## src/rtl/shiftreg_loader.sv

```systemverilog
// Serial loader for the static and dynamic configuration chains: it shifts each chain MSB-first over one shared line, then latches.
// Optional feature: define SHIFTREG_LOADER_DYN_ONLY_EN to add the dyn_only port, which skips the static chain.
module shiftreg_loader #(
  parameter int STAT_W    = 88,
  parameter int DYN_W     = 16,
  parameter int WAIT1_CYC = 8,
  parameter int WAIT2_CYC = 128,
  parameter int CNT_W     = 8
) (
  input  logic              CLK,
  input  logic              RST_N,
  input  logic              start,
  input  logic              abort,
  input  logic              continuous,
  input  logic [STAT_W-1:0] stat_data,
  input  logic [DYN_W-1:0]  dyn_data,
`ifdef SHIFTREG_LOADER_DYN_ONLY_EN
  input  logic              dyn_only,
`endif
  output logic              sdo,
  output logic              sel_stat,
  output logic              sel_dyn,
  output logic              latch,
  output logic              busy,
  output logic              en_fin
);

  localparam logic [2:0] S_IDLE       = 3'd0;
  localparam logic [2:0] S_WAIT_1     = 3'd1;
  localparam logic [2:0] S_SHIFT_STAT = 3'd2;
  localparam logic [2:0] S_SHIFT_DYN  = 3'd3;
  localparam logic [2:0] S_LATCH      = 3'd4;
  localparam logic [2:0] S_WAIT_2     = 3'd5;

  localparam logic [CNT_W-1:0] L_W1   = CNT_W'(WAIT1_CYC - 1);
  localparam logic [CNT_W-1:0] L_STAT = CNT_W'(STAT_W - 1);
  localparam logic [CNT_W-1:0] L_DYN  = CNT_W'(DYN_W - 1);
  localparam logic [CNT_W-1:0] L_W2   = CNT_W'(WAIT2_CYC - 1);

  logic [2:0]        r_state;
  logic [CNT_W-1:0]  r_cnt;
  logic [STAT_W-1:0] r_stat;
  logic [DYN_W-1:0]  r_dyn;
  logic              r_sdo, r_sel_stat, r_sel_dyn, r_latch, r_busy, r_en_fin;

  logic [2:0] w_nxt;
  logic       w_capture;
  logic       w_fin;
  logic       w_dyn_only;

`ifdef SHIFTREG_LOADER_DYN_ONLY_EN
  logic r_dyn_only;
  assign w_dyn_only = r_dyn_only;
`else
  assign w_dyn_only = 1'b0;
`endif

  always_comb begin
    w_nxt = r_state;
    case (r_state)
      S_IDLE:       if (start) w_nxt = S_WAIT_1;
      S_WAIT_1:     if (r_cnt == L_W1) w_nxt = w_dyn_only ? S_SHIFT_DYN : S_SHIFT_STAT;
      S_SHIFT_STAT: if (r_cnt == L_STAT) w_nxt = S_SHIFT_DYN;
      S_SHIFT_DYN:  if (r_cnt == L_DYN) w_nxt = S_LATCH;
      S_LATCH:      w_nxt = S_WAIT_2;
      S_WAIT_2:     if (r_cnt == L_W2) w_nxt = continuous ? S_WAIT_1 : S_IDLE;
      default:      w_nxt = S_IDLE;
    endcase
    // abort outranks both normal completion and a continuous restart
    if (abort && r_state != S_IDLE) w_nxt = S_IDLE;
  end

  // Capture happens on the initial start and on every continuous restart.
  assign w_capture = (w_nxt == S_WAIT_1) && (r_state == S_IDLE || r_state == S_WAIT_2);
  assign w_fin     = (r_state == S_WAIT_2) && (r_cnt == L_W2) && !abort;

  always_ff @(posedge CLK) begin
    if (!RST_N) begin
      r_state    <= S_IDLE;
      r_cnt      <= '0;
      r_stat     <= '0;
      r_dyn      <= '0;
      r_sdo      <= 1'b0;
      r_sel_stat <= 1'b0;
      r_sel_dyn  <= 1'b0;
      r_latch    <= 1'b0;
      r_busy     <= 1'b0;
      r_en_fin   <= 1'b0;
`ifdef SHIFTREG_LOADER_DYN_ONLY_EN
      r_dyn_only <= 1'b0;
`endif
    end else begin
      r_state <= w_nxt;
      r_cnt   <= (w_nxt != r_state) ? '0 : r_cnt + CNT_W'(1);

      if (w_capture) begin
        r_stat <= stat_data;
        r_dyn  <= dyn_data;
      end else if (w_nxt == S_SHIFT_STAT) begin
        r_stat <= r_stat << 1;
      end else if (w_nxt == S_SHIFT_DYN) begin
        r_dyn <= r_dyn << 1;
      end
`ifdef SHIFTREG_LOADER_DYN_ONLY_EN
      if (r_state == S_IDLE && start) r_dyn_only <= dyn_only;
`endif

      // Outputs are decoded from the next state so they line up with the state they describe.
      r_sel_stat <= (w_nxt == S_SHIFT_STAT);
      r_sel_dyn  <= (w_nxt == S_SHIFT_DYN);
      r_sdo      <= (w_nxt == S_SHIFT_STAT) ? r_stat[STAT_W-1] :
                    (w_nxt == S_SHIFT_DYN)  ? r_dyn[DYN_W-1]   : 1'b0;
      r_latch    <= (w_nxt == S_LATCH);
      r_busy     <= (w_nxt != S_IDLE);

      if (w_fin)
        r_en_fin <= 1'b1;
      else if (r_state == S_IDLE && start)
        r_en_fin <= 1'b0;
      else if (abort && r_state != S_IDLE)
        r_en_fin <= 1'b0;
    end
  end

  assign sdo      = r_sdo;
  assign sel_stat = r_sel_stat;
  assign sel_dyn  = r_sel_dyn;
  assign latch    = r_latch;
  assign busy     = r_busy;
  assign en_fin   = r_en_fin;

endmodule
```

## config.mk

```make
export PLATFORM = sky130hd
export DESIGN_NAME = shiftreg_loader
export DESIGN_NICKNAME = d
export VERILOG_FILES = /design/src/rtl/shiftreg_loader.sv
export SDC_FILE = /design/constraint.sdc
export NUM_CORES = 1
export LEC_CHECK = 0
export ABC_AREA = 1
export BUFFER_PORTS_ARGS = -buffer_cell sky130_fd_sc_hd__buf_4
export CAP_MARGIN = 15
export CELL_PAD_IN_SITES_DETAIL_PLACEMENT = 1
export CELL_PAD_IN_SITES_GLOBAL_PLACEMENT = 1
export CORE_ASPECT_RATIO = 0.6
export CORE_MARGIN = 4
export CORE_UTILIZATION = 39
export DETAILED_ROUTE_END_ITERATION = 8
export GPL_TIMING_DRIVEN = 0
export PLACE_DENSITY = 0.84
export SKIP_LAST_GASP = 1
export SYNTH_ARGS = -nofsm -noshare
export SYNTH_HDL_FRONTEND = slang
export SYNTH_SLANG_ARGS = --single-unit
```

## constraint.sdc

```tcl
create_clock -name CLK -period 2.7 [get_ports CLK]
set_clock_uncertainty 0.15 [all_clocks]
set_input_delay 0.54 -clock CLK [delete_from_list [all_inputs] [get_ports CLK]]
set_output_delay 0.54 -clock CLK [all_outputs]
set_load 0.01 [all_outputs]
```

==> impl_metrics.py, run 1 <==
metrics = {
    "floorplanning": {
        "core_sq_um": 13700,
        "dieHeight_um": 99.5,
        "fp-row-count": 33,
        "dieArea_sq_um": 16000,
        "die_w_um": 161,
        "io_pins": 115,
        "start_util_pct": 39.8,
    },
    "route": {
        "first_pass_iters": 5,
        "drcViolationCount": 0,
        "routed_wl_um": 17900,
        "via_per_inst": 5.05,
        "wl_per_cell_um": 16.2,
        "drt_iter0_drc": 353,
        "postRouteAntennaNets": 0,
        "vias": 5563,
    },
    "grt": {
        "grt_max_degree": 17,
        "first_global_vias": 5583,
        "grt_pass1_wl_um": 28900,
        "antenna_found_initial": 0,
        "grt.overflow.total": 0,
        "grtUsageTotal_pct": 22.6,
    },
    "worst_setup_path": {
        "endpoint_kind": "flop",
        "critPathLaunchType": "flop",
        "critPathMaxFanout": 10,
        "crit_type": "flop to flop",
        "crit_arrival_ns": 2.65,
        "critPathRequiredTime_ns": 2.85,
        "r2r_slack_ns": 0.19,
    },
    "sta": {
        "tns_ns": 0,
        "post-route-period-util_pct": 92.9,
        "rsz0062_at_grt": "yes",
        "fmax_mhz": 399,
        "setup_violations": 0,
        "hold_viol_final": 0,
        "maxSlewViolCount": 0,
        "tightestPinTransition_ns": 0.556,
        "fin_crit_ns": 2.51,
        "hold_slack_ns": 0.225,
        "slew_headroom_pct": 62.9,
    },
    "power": {
        "p_per_area_nw_per_um2": 731,
        "ir_worst_vdd_mv": 0.480,
        "total_power_mw": 5.27,
        "p_leak_nw": 3.01,
    },
    "synth": {
        "yosysWarnings": 0,
        "yosys.area.top_type": "dfxtp_1",
        "syn_inst": 762,
        "async_flop_share_pct": 0,
        "syn_nets": 872,
        "synth_area_sq_um": 5440,
        "synth.ff_latch_count": 121,
        "synth-edff-count": 0,
        "synthDistinctLibCells": 29,
        "ys.flop_type": "dfxtp_1",
        "ys_seq_area_share_pct": 44.5,
        "ys_top_cells_by_area": "dfxtp_1, a21oi_1, nand2_1, o21ai_0, nand3_1",
        "syn_avg_cell_area_sq_um": 7.14,
        "synth_top_area_share_pct": 44.5,
    },
    "place": {
        "place.gp.congestion": 0.808,
        "hpwl_um": 12500,
        "portBuffers": 114,
        "placed_cells": 1068,
    },
    "finish": {
        "drive_gt1_share_pct": 22.2,
        "fin_util_pct": 52.8,
        "antenna-diode-count": 0,
        "fin_nets": 1008,
        "fin_cells": 1101,
        "area_growth_pct": 32.6,
    },
    "clock_tree": {
        "clk_path_buf_depth": 2,
        "path_clk_slew_ns": 0.06,
        "clock_sinks": 121,
        "clk_latency_ns": 0.42,
        "cts_tree": "done",
        "numCtsBuffers": 17,
        "postCtsHoldBufs": 0,
        "cts_root_buffer": "clkbuf_16",
        "cts-htree-levels": 4,
    },
    "status": {
        "status": "complete, no violations",
    },
    "min_path": {
        "hold_class": "input port to flop",
    },
    "run": {
        "max-cap-violations": 0,
    },
}
layout make-up:
class / count / area (sq um)
Buffer: 54 / 314
Clock buffer: 22 / 474
Clock inverter: 8 / 144
Fill cell: 1738 / 6450
Inverter: 68 / 255
Multi-Input combinational cell: 519 / 2490
Sequential cell: 121 / 2420
Tap cell: 192 / 240
Timing Repair Buffer: 117 / 878
final timing paths:
path,startpoint,to,depth (start not counted)
hold reg to reg,r_cnt[0]$_SDFF_PP0_,r_cnt[0]$_SDFF_PP0_,1
hold / removal,dyn_data[9],r_dyn[9]$_SDFFE_PN0P_,3
setup reg to reg,r_cnt[0]$_SDFF_PP0_,r_stat[68]$_SDFFE_PN0P_,14
setup / recovery,r_cnt[0]$_SDFF_PP0_,r_stat[68]$_SDFFE_PN0P_,14
critical path: stages (launching register included):
cell	delay [ns]
dfxtp_1	0.36
ha_2	0.22
nand2_1	0.07
nor2_2	0.14
nand3_1	0.11
nand2_1	0.09
nand2_1	0.05
nor2_1	0.13
nand2_1	0.13
buf_6	0.19
nor2_8	0.12
inv_2	0.09
clkbuf_2	0.22
a21oi_1	0.21
a21oi_1	0.10
per-layer routing:
metal	wire length, um	track usage, %	up-vias
met1	9200	33.2	2616
met4	129	5.82	0
met3	839	5.13	14
met2	7700	33.5	123
li1	-	-	2810
met5	0	0	-
cells in the final DEF (no fill, tap or decap), drive strengths merged, types with 2 or more instances in the layout:
cell    instances
a21oi         162
buf           151
bufinv          4
clkbuf         42
clkinv          5
dfxtp         121
inv            67
nand2         118
nand3          57
nor2           58
nor3           37
o21ai          75
xnor2           2
xor2            4
Yosys cell counts, types with 6 or more instances:
cell,number
buf_2,20
nor3_1,37
inv_1,64
o21ai_0,67
a21oi_1,162
buf_6,6
nand2_1,114
nor2_1,54
buf_4,7
clkbuf_1,20
nand3_1,56
dfxtp_1,121
o21ai_1,8
power breakdown:
part | switching [mW] | internal (mW)
sequential | 0.0970 | 1.97
combinational | 0.461 | 0.338
clock | 0.804 | 1.60
total | 1.36 | 3.91
cells by family after synthesis:
group                    Yosys count  share of synthesized area [%]
AO/OA/AOI/OAI                    239                           22.1
buffers and inverters            122                           10.2
XOR/XNOR                           6                          0.965
adder cells (fa/ha/maj)            1                          0.230
flip-flops                       121                           44.5
AND/OR/NAND/NOR                  273                           22.1
state kept, by name, indices dropped and copies added, names as in the netlist:
register,count
latch,1
r_dyn,16
sel_stat,1
en_fin,1
r_state,3
busy,1
sel_dyn,1
r_stat,88
sdo,1
r_cnt,8
metrics by stage:
stage	setup slack [ns]	cell area [sq um]
final	0.192	7220
after global routing	-0.0166	7220
after CTS	0.0426	7160
after detailed placement	0.000697	6540
after global placement	-0.00815	6540
after floorplan	0.581	5440
timing repair:
| action | 4_1_cts | 5_1_grt |
|---|---|---|
| endpoints found under the setup margin | 11 | 98 |
| gates cloned | 0 | 0 |
| setup buffers | 0 | 3 |
| pin swaps | 0 | 2 |
| gates resized for setup | 1 | 22 |
Note: power is estimated with default switching activity, not from simulation.
==> run 2: changes to the inputs <==
--- a/config.mk
+++ b/config.mk
@@ -12,10 +12,10 @@
 export CELL_PAD_IN_SITES_GLOBAL_PLACEMENT = 1
 export CORE_ASPECT_RATIO = 0.6
 export CORE_MARGIN = 4
-export CORE_UTILIZATION = 39
+export CORE_UTILIZATION = 35
 export DETAILED_ROUTE_END_ITERATION = 8
 export GPL_TIMING_DRIVEN = 0
-export PLACE_DENSITY = 0.84
+export PLACE_DENSITY = 0.8
 export SKIP_LAST_GASP = 1
 export SYNTH_ARGS = -nofsm -noshare
 export SYNTH_HDL_FRONTEND = slang
==> constraint.sdc (replaced) <==
create_clock -name CLK -period 2.1 [get_ports CLK]
set_clock_uncertainty 0.15 [all_clocks]
set_input_delay 0.42 -clock CLK [delete_from_list [all_inputs] [get_ports CLK]]
set_output_delay 0.42 -clock CLK [all_outputs]
set_load 0.01 [all_outputs]
==> run 2 against run 1 <==
  * The flow now finishes with violations (setup timing)
  * Non-clock buffer count up 46
  * Via count increased by 12%
  * Design area increased by 22%
  * Hold slack worse by 0.10 ns
  * Count of clock-buffer cells in the layout decreased by 1
  * First-iteration DRC count is 46% higher
  * Register-to-register slack worse by 0.54 ns
  * Routed wire length is 34% higher
  * Die area rose by 11%
  * Sequential power up 31%
  * Flip-flop and latch count unchanged
==> impl_metrics.py, run 2 (synthesis results as in run 1) <==
metrics = {
    "sta": {
        "fmax_mhz": 408,
        "post-route-period-util_pct": 117,
        "setup_violations": 106,
        "tightestPinTransition_ns": 0.671,
        "slew_headroom_pct": 55.3,
        "hold_viol_final": 0,
        "worst_slack_ns": -0.349,
        "fin_crit_ns": 2.45,
        "rsz0062_at_grt": "yes",
        "maxSlewViolCount": 0,
    },
    "power": {
        "p_per_area_nw_per_um2": 816,
        "p_leak_nw": 3.56,
        "swShare_pct": 29.5,
        "pwr-share-clk_pct": 40.9,
        "combPwrFrac_pct": 21.0,
        "p_int_mw": 5.05,
        "power_switching_mw": 2.11,
        "ir_worst_vdd_mv": 0.466,
        "pwr-share-seq_pct": 38.0,
    },
    "worst_setup_path": {
        "crit_arrival_ns": 2.62,
        "critPathMaxFanout": 10,
        "crit_type": "flop to flop",
        "rr_worst_depth": 14,
        "crit_path_start": "r_cnt[0]$_SDFF_PP0_",
        "r2r-start": "r_cnt[0]$_SDFF_PP0_",
        "endpoint_kind": "flop",
        "critPathLaunchType": "flop",
        "rr_endpoint": "r_stat[24]$_SDFFE_PN0P_",
        "cp_cell_sequence": "ha_4, nand2_4, nor2_4, nand3_2, nand2_2, nand2_2, nor2_4, nand2_4, buf_8, buf_12, clkbuf_2, nor3_1, a21oi_1, a21oi_1",
        "max_stage_delay_ns": 0.37,
        "r2r_slack_ns": -0.35,
        "crit_slowest_cell": "dfxtp_4",
        "critPathRequiredTime_ns": 2.27,
    },
    "grt": {
        "grt_pass1_wl_um": 29700,
        "grtUsageTotal_pct": 20.4,
        "grt.overflow.total": 0,
        "antenna_found_initial": 0,
        "grt_max_degree": 17,
        "first_global_vias": 5774,
    },
    "clock_tree": {
        "clk_path_buf_depth": 2,
        "cts_root_buffer": "clkbuf_16",
        "clk_latency_ns": 0.42,
        "numCtsBuffers": 17,
        "cts_tree": "done",
        "clock_sinks": 121,
        "cts-htree-levels": 4,
        "path_clk_slew_ns": 0.07,
    },
    "floorplanning": {
        "core_sq_um": 14800,
        "dieArea_sq_um": 17700,
        "start_util_pct": 36.7,
        "dieHeight_um": 105,
        "fp-row-count": 34,
        "io_pins": 115,
        "die_w_um": 169,
    },
    "route": {
        "first_pass_iters": 5,
        "drcViolationCount": 0,
        "postRouteAntennaNets": 0,
        "vias": 6250,
        "via_per_inst": 5.42,
        "drt_iter0_drc": 517,
        "wl_per_cell_um": 20.8,
        "routed_wl_um": 24000,
    },
    "finish": {
        "final_common_cell": "buf_4",
        "regMostFlops": "r_stat",
        "drive_gt1_share_pct": 39.7,
        "antenna-diode-count": 0,
        "most-common-layout-cells": "buf_4, dfxtp_1, a21oi_1, nand2_1, inv_1",
        "area_growth_pct": 61.2,
        "design_area_sq_um": 8780,
        "reg_top3": "r_stat x88, r_dyn x16, r_cnt x8",
        "n_fill_cell": 1755,
        "fin_nets": 1056,
        "largest_reg_flops": 88,
    },
    "place": {
        "hpwl_um": 12800,
        "place.gp.congestion": 0.794,
        "placed_cell_area_sq_um": 6550,
        "portBuffers": 114,
        "post-place-ws_ns": -0.568,
    },
    "min_path": {
        "holdPathStages": 3,
        "hold_class": "input port to flop",
        "min_from": "stat_data[73]",
        "worstHoldEndpoint": "r_stat[73]$_SDFFE_PN0P_",
    },
    "status": {
        "violations": "setup timing",
        "status": "complete, but fails checks",
    },
    "run": {
        "max-cap-violations": 0,
    },
}
## run 2: cell types whose count changed in the layout (fill, tap and decap cells not counted), moves of 17 or more
cell / change
nand3_2: +17
nor2_1: -18
buf_4: +19
a21oi_1: -48
nand3_1: -23
o21ai_0: -20
a21oi_2: +37
## run 2: layout make-up
class / count / area (sq um) / share of cell area (%)
well taps: 198 / 248 / 2.82
inverters: 68 / 273 / 3.11
clock buffers: 21 / 470 / 5.36
repair buffers: 164 / 1520 / 17.4
flip-flops and latches: 121 / 2430 / 27.7
repair inverters: 2 / 18.8 / 0.214
multi-input cells: 519 / 3200 / 36.4
plain buffers: 53 / 515 / 5.87
clock inverters: 8 / 97.6 / 1.11
## run 2: power groups by stage
| stage | clock (mW) | sequential, mW | combinational, mW |
|---|---|---|---|
| after floorplan | 0 | 2.67 | 0.623 |
| after global placement | 0 | 2.69 | 0.966 |
| after detailed placement | 0 | 2.70 | 0.989 |
| after CTS | 2.87 | 2.66 | 1.11 |
| after global routing | 3.03 | 2.74 | 1.62 |
| final | 2.93 | 2.72 | 1.51 |
## run 2: what timing repair did
action / CTS / global route
resized for setup: 78 / 207
setup buffers: 14 / 22
setup endpoints to repair: 117 / 117
hold buffers: 0 / 0
pin swaps: 10 / 51
gates cloned: 2 / 14
## run 2: worst max-delay path, delay by kind of cell (launching register included)
family	cells	cell delay (ns)
and+or+nand+nor	8	0.87
buffers and inverters	3	0.49
DFF	1	0.37
AOI/OAI and AO/OA	2	0.27
adders and majority gates	1	0.20
## run 2: layer usage
| layer | share of wire, % | up-vias | GRT usage, % |
|---|---|---|---|
| met5 | 0 | - | 0 |
| met4 | 2.1 | 0 | 4.02 |
| met3 | 4.6 | 44 | 3.25 |
| met2 | 47 | 194 | 30.3 |
| met1 | 46 | 3094 | 31.4 |
| li1 | - | 2918 | - |
## run 2: worst max-delay path by stage
stage / endpoint / slack, ns / cells after the start
floorplan: r_stat[22]$_SDFFE_PN0P_ / 0.006 / 15
global placement: r_dyn[0]$_SDFFE_PN0P_ / -0.51 / 13
detailed placement: r_stat[79]$_SDFFE_PN0P_ / -0.57 / 13
CTS: r_stat[47]$_SDFFE_PN0P_ / -0.19 / 15
global route: r_stat[51]$_SDFFE_PN0P_ / -0.43 / 15
finish: r_stat[24]$_SDFFE_PN0P_ / -0.35 / 14
## run 2: per-stage QoR
stage          total power [mW]  hold WS (ns)  instances  util, %  setup TNS [ns]
3_5_place_dp               3.69         0.292       1074     44.1          -49.06
4_1_cts                    6.64         0.129       1118     50.7          -14.57
3_3_place_gp               3.65         0.283       1074     44.1          -46.64
5_1_grt                    7.39         0.131       1154     59.1          -36.27
2_1_floorplan              3.29         0.270        762        -               0
6_report                   7.16         0.122       1154     59.1          -26.64
==> run 3: changes to the inputs <==
--- a/config.mk
+++ b/config.mk
@@ -8,13 +8,10 @@
 export ABC_AREA = 1
 export BUFFER_PORTS_ARGS = -buffer_cell sky130_fd_sc_hd__buf_4
 export CAP_MARGIN = 15
-export CELL_PAD_IN_SITES_DETAIL_PLACEMENT = 1
-export CELL_PAD_IN_SITES_GLOBAL_PLACEMENT = 1
 export CORE_ASPECT_RATIO = 0.6
 export CORE_MARGIN = 4
-export CORE_UTILIZATION = 35
+export CORE_UTILIZATION = 49
 export DETAILED_ROUTE_END_ITERATION = 8
-export GPL_TIMING_DRIVEN = 0
 export PLACE_DENSITY = 0.8
 export SKIP_LAST_GASP = 1
 export SYNTH_ARGS = -nofsm -noshare
==> run 3 against run 2 <==
  * The run still ends with setup timing left
  * Count of clock-buffer cells in the layout decreased by 1
  * Critical path depth is the same
  * Combinational power is 6% higher
  * Largest cell class unchanged
==> impl_metrics.py, run 3 (synthesis results as in run 1) <==
metrics = {
    "status": {
        "status": "complete, but fails checks",
        "violations": "setup timing",
    },
    "worst_setup_path": {
        "critPathLaunchType": "flop",
        "crit_arrival_ns": 2.50,
        "critPathMaxFanout": 7,
        "r2r_slack_ns": -0.21,
        "critPathRequiredTime_ns": 2.29,
        "crit_type": "flop to flop",
        "endpoint_kind": "flop",
    },
    "clock_tree": {
        "clock_sinks": 121,
        "path_clk_slew_ns": 0.06,
        "clk_latency_ns": 0.42,
        "cts_tree": "done",
        "numCtsBuffers": 17,
        "cts_root_buffer": "clkbuf_16",
        "cts-htree-levels": 4,
        "postCtsHoldBufs": 0,
        "clk_path_buf_depth": 2,
    },
    "place": {
        "place.gp.congestion": 0.846,
        "portBuffers": 114,
        "post-place-ws_ns": -0.123,
        "hpwl_um": 9540,
    },
    "grt": {
        "grtUsageTotal_pct": 26.2,
        "use_met1_pct": 36.1,
        "top_usage_layer": "met2",
        "met2_usage_pct": 42.3,
        "first_global_vias": 5407,
        "grt_max_degree": 44,
        "antenna_found_initial": 0,
        "grt.overflow.total": 0,
        "grtUsageMet3_pct": 5.93,
        "grt_pass1_wl_um": 26700,
    },
    "finish": {
        "reg_top3": "r_stat x88, r_dyn x16, r_cnt x8",
        "multi_input_area_sq_um": 3240,
        "seqCellArea_sq_um": 2430,
        "final_common_cell": "buf_4",
        "most-common-layout-cells": "buf_4, dfxtp_1, nand2_1, a21oi_1, a21oi_2",
        "drive_gt1_share_pct": 42.6,
        "n_fill_cell": 648,
        "antenna-diode-count": 0,
        "regMostFlops": "r_stat",
        "fin_nets": 1025,
        "largest_reg_flops": 88,
        "area_growth_pct": 58.0,
    },
    "floorplanning": {
        "start_util_pct": 50.9,
        "core_sq_um": 10700,
        "dieHeight_um": 89.6,
        "fp-row-count": 29,
        "dieArea_sq_um": 12900,
        "io_pins": 115,
        "die_w_um": 144,
    },
    "sta": {
        "slew_headroom_pct": 68.8,
        "tightestPinTransition_ns": 0.467,
        "setup_violations": 113,
        "worst_slack_ns": -0.207,
        "post-route-period-util_pct": 110,
        "fin_crit_ns": 2.31,
        "hold_viol_final": 0,
        "fmax_mhz": 433,
        "maxSlewViolCount": 0,
        "rsz0062_at_grt": "yes",
    },
    "power": {
        "p_per_area_nw_per_um2": 839,
        "p_leak_nw": 3.48,
        "total_power_mw": 7.21,
        "ir_worst_vdd_mv": 0.656,
    },
    "route": {
        "routed_wl_um": 20900,
        "vias": 6273,
        "drt_iter0_drc": 623,
        "first_pass_iters": 5,
        "drcViolationCount": 0,
        "postRouteAntennaNets": 0,
        "via_per_inst": 5.88,
        "wl_per_cell_um": 19.6,
    },
    "min_path": {
        "hold_class": "input port to flop",
    },
    "run": {
        "max-cap-violations": 0,
    },
}
[run 3: worst paths after layout]
kind                     startpoint                      end  cells past startpoint
max             r_cnt[0]$_SDFF_PP0_  r_stat[10]$_SDFFE_PN0P_                     14
min                    dyn_data[11]   r_dyn[11]$_SDFFE_PN0P_                      3
max reg2reg     r_cnt[0]$_SDFF_PP0_  r_stat[10]$_SDFFE_PN0P_                     14
min reg2reg  r_stat[0]$_SDFFE_PN0P_   r_stat[1]$_SDFFE_PN0P_                      2
[run 3: metal layers]
layer  share of wire, %  vias up
li1                   -     2854
met2                 48      388
met3                9.3       63
met1                 40     2968
met4                2.8        0
met5                  0        -
[run 3: per-stage QoR]
step / setup TNS [ns] / utilization, % / area, sq um / hold slack (ns) / std cells
2_1_floorplan: 0 / - / 5450 / 0.270 / 762
3_3_place_gp: -3.47 / 61.9 / 6630 / 0.287 / 1004
3_5_place_dp: -7.88 / 61.9 / 6630 / 0.289 / 1004
4_1_cts: -7.81 / 72.5 / 7760 / 0.119 / 1054
5_1_grt: -25.21 / 80.4 / 8600 / 0.107 / 1067
6_report: -15.17 / 80.4 / 8600 / 0.0967 / 1067
[run 3: report_power, final]
group          internal [mW]  switching (mW)
combinational          0.769           0.833
sequential              2.53           0.180
clock                   1.80            1.10
total                   5.10            2.11
[run 3: layout make-up]
class                           count  area share, %
Tap cell                          139           2.02
Clock buffer                       20           5.31
Clock inverter                     12           1.44
Inverter                           68           3.17
Multi-Input combinational cell    519           37.7
Sequential cell                   121           28.3
Timing Repair Buffer              188           22.1
[run 3: repair_timing]
| item | 4_1_cts | 5_1_grt |
|---|---|---|
| pin swaps | 19 | 20 |
| setup buffers | 13 | 4 |
| endpoints found under the setup margin | 109 | 117 |
| gates resized for setup | 91 | 173 |
| gates cloned | 5 | 10 |
| hold endpoints to repair | 0 | 0 |
[run 3: worst max-delay path, cell delays in order, from the launching register on]
cell and delay [ns]:
dfxtp_4 0.37, ha_4 0.18, nand3_2 0.09, o21ai_2 0.18
nand2_1 0.12, nor2_4 0.16, nand2_4 0.10, nand2_4 0.09
buf_6 0.12, inv_6 0.04, nand2_8 0.10, buf_12 0.15
buf_8 0.13, nand3_2 0.07, a21oi_2 0.18
